[src/rtl/pipeline_hazard_ctrl.sv]
// Pipeline hazard controller: load-use stall, jump flush,
// decode bypass and EX forward select, with perf counters.
module pipeline_hazard_ctrl (
  input  logic        CLOCK_50,
  input  logic        reset,
  input  logic        fd_valid,
  input  logic [4:0]  fd_rs1,
  input  logic [4:0]  fd_rs2,
  input  logic        fd_use_rs1,
  input  logic        fd_use_rs2,
  input  logic [4:0]  fd_write_reg,
  input  logic        fd_reg_wrenable,
  input  logic        fd_mem_to_reg,
  input  logic        fd_is_jump,
  output logic        stall_fd,
  output logic        bubble_ex,
  output logic        flush_fd,
  output logic        dec_byp_a,
  output logic        dec_byp_b,
  output logic        ex_fwd_a,
  output logic        ex_fwd_b,
  output logic [1:0]  state,
  output logic [15:0] stall_cnt,
  output logic [15:0] flush_cnt,
  output logic [15:0] retire_cnt
);

  typedef struct packed {
    logic       valid;
    logic [4:0] wr;
    logic       we;
    logic       m2r;
    logic       jmp;
  } slot_t;

  typedef enum logic [1:0] {
    RUN     = 2'd0,
    LDSTALL = 2'd1,
    FLUSH   = 2'd2,
    ILLEGAL = 2'd3
  } state_e;

  slot_t       ex_q, ex_d;
  slot_t       mem_q, mem_d;
  logic        fwd_a_q, fwd_a_d;
  logic        fwd_b_q, fwd_b_d;
  state_e      state_q, state_d;
  logic [15:0] stall_cnt_q, stall_cnt_d;
  logic [15:0] flush_cnt_q, flush_cnt_d;
  logic [15:0] retire_cnt_q, retire_cnt_d;

  logic ex_rd1, ex_rd2, mem_rd1, mem_rd2;
  logic load_use, jump_ex;

  function automatic logic writes(
    input slot_t      s,
    input logic [4:0] r
  );
    return s.valid & s.we & (s.wr == r) & (r != 5'd0);
  endfunction

  function automatic logic [15:0] sat_inc(
    input logic [15:0] c,
    input logic        en
  );
    return (en && c != 16'hFFFF) ? c + 16'd1 : c;
  endfunction

  // Hazard detection and pipeline-control outputs
  always_comb begin
    ex_rd1    = writes(ex_q, fd_rs1) & fd_use_rs1;
    ex_rd2    = writes(ex_q, fd_rs2) & fd_use_rs2;
    mem_rd1   = writes(mem_q, fd_rs1) & fd_use_rs1;
    mem_rd2   = writes(mem_q, fd_rs2) & fd_use_rs2;
    jump_ex   = ex_q.valid & ex_q.jmp;
    load_use  = fd_valid & ex_q.m2r & (ex_rd1 | ex_rd2);
    stall_fd  = 1'b0;
    bubble_ex = 1'b0;
    flush_fd  = 1'b0;
    priority case (1'b1)
      jump_ex: begin
        flush_fd  = 1'b1;
        bubble_ex = 1'b1;
      end
      load_use: begin
        stall_fd  = 1'b1;
        bubble_ex = 1'b1;
      end
      default: ;
    endcase
    dec_byp_a = fd_valid & mem_rd1;
    dec_byp_b = fd_valid & mem_rd2;
  end

  // Slot advance, forward select and FSM next state
  always_comb begin
    mem_d   = ex_q;
    ex_d    = '0;
    fwd_a_d = 1'b0;
    fwd_b_d = 1'b0;
    if (!bubble_ex) begin
      ex_d.valid = fd_valid;
      ex_d.wr    = fd_write_reg;
      ex_d.we    = fd_reg_wrenable;
      ex_d.m2r   = fd_mem_to_reg;
      ex_d.jmp   = fd_is_jump;
      fwd_a_d    = ex_rd1 & ~ex_q.m2r;
      fwd_b_d    = ex_rd2 & ~ex_q.m2r;
    end
    state_d = RUN;
    priority case (1'b1)
      (state_q == ILLEGAL): state_d = RUN;
      jump_ex:              state_d = FLUSH;
      load_use:             state_d = LDSTALL;
      default:              state_d = RUN;
    endcase
    stall_cnt_d  = sat_inc(stall_cnt_q, stall_fd);
    flush_cnt_d  = sat_inc(flush_cnt_q, flush_fd);
    retire_cnt_d = sat_inc(retire_cnt_q, mem_q.valid);
  end

  // State registers with synchronous reset
  always_ff @(posedge CLOCK_50) begin
    if (reset) begin
      ex_q         <= '0;
      mem_q        <= '0;
      fwd_a_q      <= 1'b0;
      fwd_b_q      <= 1'b0;
      state_q      <= RUN;
      stall_cnt_q  <= '0;
      flush_cnt_q  <= '0;
      retire_cnt_q <= '0;
    end else begin
      ex_q         <= ex_d;
      mem_q        <= mem_d;
      fwd_a_q      <= fwd_a_d;
      fwd_b_q      <= fwd_b_d;
      state_q      <= state_d;
      stall_cnt_q  <= stall_cnt_d;
      flush_cnt_q  <= flush_cnt_d;
      retire_cnt_q <= retire_cnt_d;
    end
  end

  assign ex_fwd_a   = fwd_a_q;
  assign ex_fwd_b   = fwd_b_q;
  assign state      = state_q;
  assign stall_cnt  = stall_cnt_q;
  assign flush_cnt  = flush_cnt_q;
  assign retire_cnt = retire_cnt_q;

endmodule
[config.mk]
export PLATFORM = sky130hd
export DESIGN_NAME = pipeline_hazard_ctrl
export DESIGN_NICKNAME = d
export VERILOG_FILES = /design/src/rtl/pipeline_hazard_ctrl.sv
export SDC_FILE = /design/constraint.sdc
export NUM_CORES = 1
export LEC_CHECK = 0
export ABC_AREA = 1
export CORE_MARGIN = 3
export CORE_UTILIZATION = 51
export CTS_CLUSTER_DIAMETER = 60
export DETAILED_ROUTE_END_ITERATION = 7
export PLACE_DENSITY = 0.86
export SYNTH_ARGS = -nofsm -noshare
export SYNTH_HDL_FRONTEND = slang
export SYNTH_SLANG_ARGS = --single-unit
[constraint.sdc]
create_clock -name CLOCK_50 -period 5.3 [get_ports CLOCK_50]
set_clock_uncertainty 0.05 [all_clocks]
set_input_delay 1.59 -clock CLOCK_50 [delete_from_list [all_inputs] [get_ports CLOCK_50]]
set_output_delay 1.59 -clock CLOCK_50 [all_outputs]
set_load 0.02 [all_outputs]
==> impl_metrics.toml <==
[finish]
synthToLayoutAreaGrowth_pct = 31.0
final.fill_count = 541
nets = 640
fin_util_pct = 70.4
drive_above_1_share_pct = 7.59
n_antenna_cell = 0

[sta]
slew_viol_final = 0
layout_min_cycle_time_ps = 5100
final-setup-viol-count = 0
setup_tns_ps = 0
rsz0062_at_grt = "no"
setup_ws_ps = 196
tightest_slew_ps = 724
fmax_mhz = 196
finalCritPeriodShare_pct = 96.3
max_slew_margin_pct = 51.7
hold_violations = 0

[grt]
track_usage_pct = 22.5
grt_pass1_wl_um = 14100
grt_pass1_vias = 3317
antenna_found_initial = 0
overflow = 0
grt_max_degree = 26

[synthesis]
synth_top_area_cell = "dfxtp_1"
yosysWarnings = 0
seq_area_frac_synth_pct = 39.0
synth_area_um2 = 3490
synth_ff_type = "dfxtp_1"
synth-edff-count = 0
synth_area_leaders = "dfxtp_1 (39%), nand2_1 (13%), nor2_1 (9.6%)"
synth_top_area_share_pct = 39.0
ys_types = 38
async_flop_share_pct = 0
synth_common_cells = "nand2_1 (119), nor2_1 (89), inv_1 (81), dfxtp_1 (68)"
synth_fp_nets = 556
synth.most_common_cell = "nand2_1"
synthCells = 530
syn_avg_cell_area_um2 = 6.59
ys_ff_latch = 68

[route]
antenna_left = 0
drt_pass1_iterations = 4
drt_iter0_drc = 96
wl_um = 8280
wl_per_cell_um = 11.9
via_count = 3590
viasPerCell = 5.16
drc = 0

[critical_path]
critPathLaunchType = "input pin"
r2r_slack_ps = 3300
cp_data_required_time_ps = 3660
setup.worst_path.end = "dec_byp_b"
critPathArrivalTime_ps = 3460
r2r-start = "retire_cnt[1]"
worstSetupPathType = "input pin to output pin"
crit_path_start = "fd_rs2[3]"
crit_path_end_kind = "output pin"
reg2regPathDepth = 11
cp_max_fo = 3
worstReg2RegEnd = "retire_cnt[10]"

[power]
p_per_area_nw_per_um2 = 233
totalPowerFinal_w = 0.00106
vdd.ir_drop.worst_mv = 0.189
p_leak_nw = 1.88

[clocking]
h-tree-depth = 3
clk_path_buf_depth = 2
clock_latency_ps = 350
cts_resized = 0
cts_buffers = 9
cts_hold_buffers = 0
cts-root-buf = "clkbuf_8"
post_cts_buffers = 0
clock-sinks = 68
tritoncts = "done"
clkTransAtPathRegs_ps = 70

[placement]
place.gp.congestion = 0.835
portBuffers = 79
place_hpwl_um = 6280
post-place-ws_ps = 178

[floorplanning]
die-area_um2 = 7880
die_y_um = 88.8
die_width_um = 88.8
core_um2 = 6490
num_rows = 29
pin_count = 80
start_util_pct = 53.8

[flow_run]
max_cap_viol_count = 0

[run_status]
status = "finished, final reports clean"

[min_path]
min_path_type = "flop to flop"
-- metal layers --
metal	GRT usage [%]	share of wire [%]
met2	38.4	49
met1	27.1	45
met3	4.56	4.6
met4	10.0	1.6
met5	0	0
-- critical path, cell delays in order --
cell and delay, ps:
clkdlybuf4s50_1 510, inv_1 80, nand3_1 80, nor2_1 50, or2_2 280, nor4_1 230
clkdlybuf4s50_1 650
-- logic make-up after synthesis --
logic type / Yosys count / share of synthesized area, %
AND/OR/NAND/NOR: 283 / 35.8
flip-flops: 68 / 39.0
adder cells (fa/ha/maj): 3 / 1.07
XOR/XNOR: 9 / 2.26
AO/OA/AOI/OAI: 67 / 10.7
buffers and inverters: 100 / 11.2
-- registers in the layout (all words and copies together), names as in the netlist --
signal / count
flush_cnt: 16
mem_q: 7
ex_fwd_b: 1
stall_cnt: 16
ex_q: 9
state: 2
retire_cnt: 16
ex_fwd_a: 1
-- cell type report --
| cell class | instances | area [µm²] | area share [%] |
|---|---|---|---|
| sequential | 68 | 1360 | 29.8 |
| inverter | 90 | 338 | 7.39 |
| clock inverter | 5 | 75.1 | 1.64 |
| multi-input combinational | 362 | 1740 | 38.0 |
| clock buffer | 11 | 141 | 3.09 |
| timing repair buffer | 83 | 823 | 18.0 |
| tap | 77 | 96.3 | 2.11 |
-- cell usage in the layout (no fill, tap or decap), drive strengths merged --
master and count:
and3 2, nor3 14, nor4 4, o21ai 29, a31oi 1, xnor2 7, clkdlybuf4s50 78, xor2 2
dfxtp 68, clkinv 3, nor2 92, a211oi 2, o22ai 3, bufinv 2, o21bai 3, clkbuf 11
ha 3, nor3b 1, a211o 1, or3 1, a21boi 1, dlymetal6s2s 1, nand4 19, a21oi 27
inv 90, nand3 24, nand2 122, or2 4, buf 4
-- worst min path at each step --
stage	start	end	slack, ps	cells past startpoint
final	ex_q[8]	mem_q[8]	390	2
after global routing	ex_q[8]	mem_q[8]	410	2
after CTS	ex_q[2]	mem_q[2]	390	2
after detailed placement	ex_q[2]	mem_q[2]	380	2
after global placement	ex_q[2]	mem_q[2]	360	2
after floorplan	ex_q[2]	mem_q[2]	350	2
-- power breakdown --
group | switching, W | internal (W)
clock | 0.000196 | 0.000276
combinational | 0.0000367 | 0.0000325
sequential | 0.00000642 | 0.000518
total | 0.000239 | 0.000826
-- through the flow --
stage / cell area [µm²] / std cells / hold WS, ps
final: 4570 / 696 / 387
after global routing: 4570 / 696 / 408
after CTS: 4570 / 696 / 388
after detailed placement: 4360 / 680 / 378
after global placement: 4360 / 680 / 363
after floorplan: 3490 / 530 / 353
Note: power is estimated with default switching activity, not from simulation.
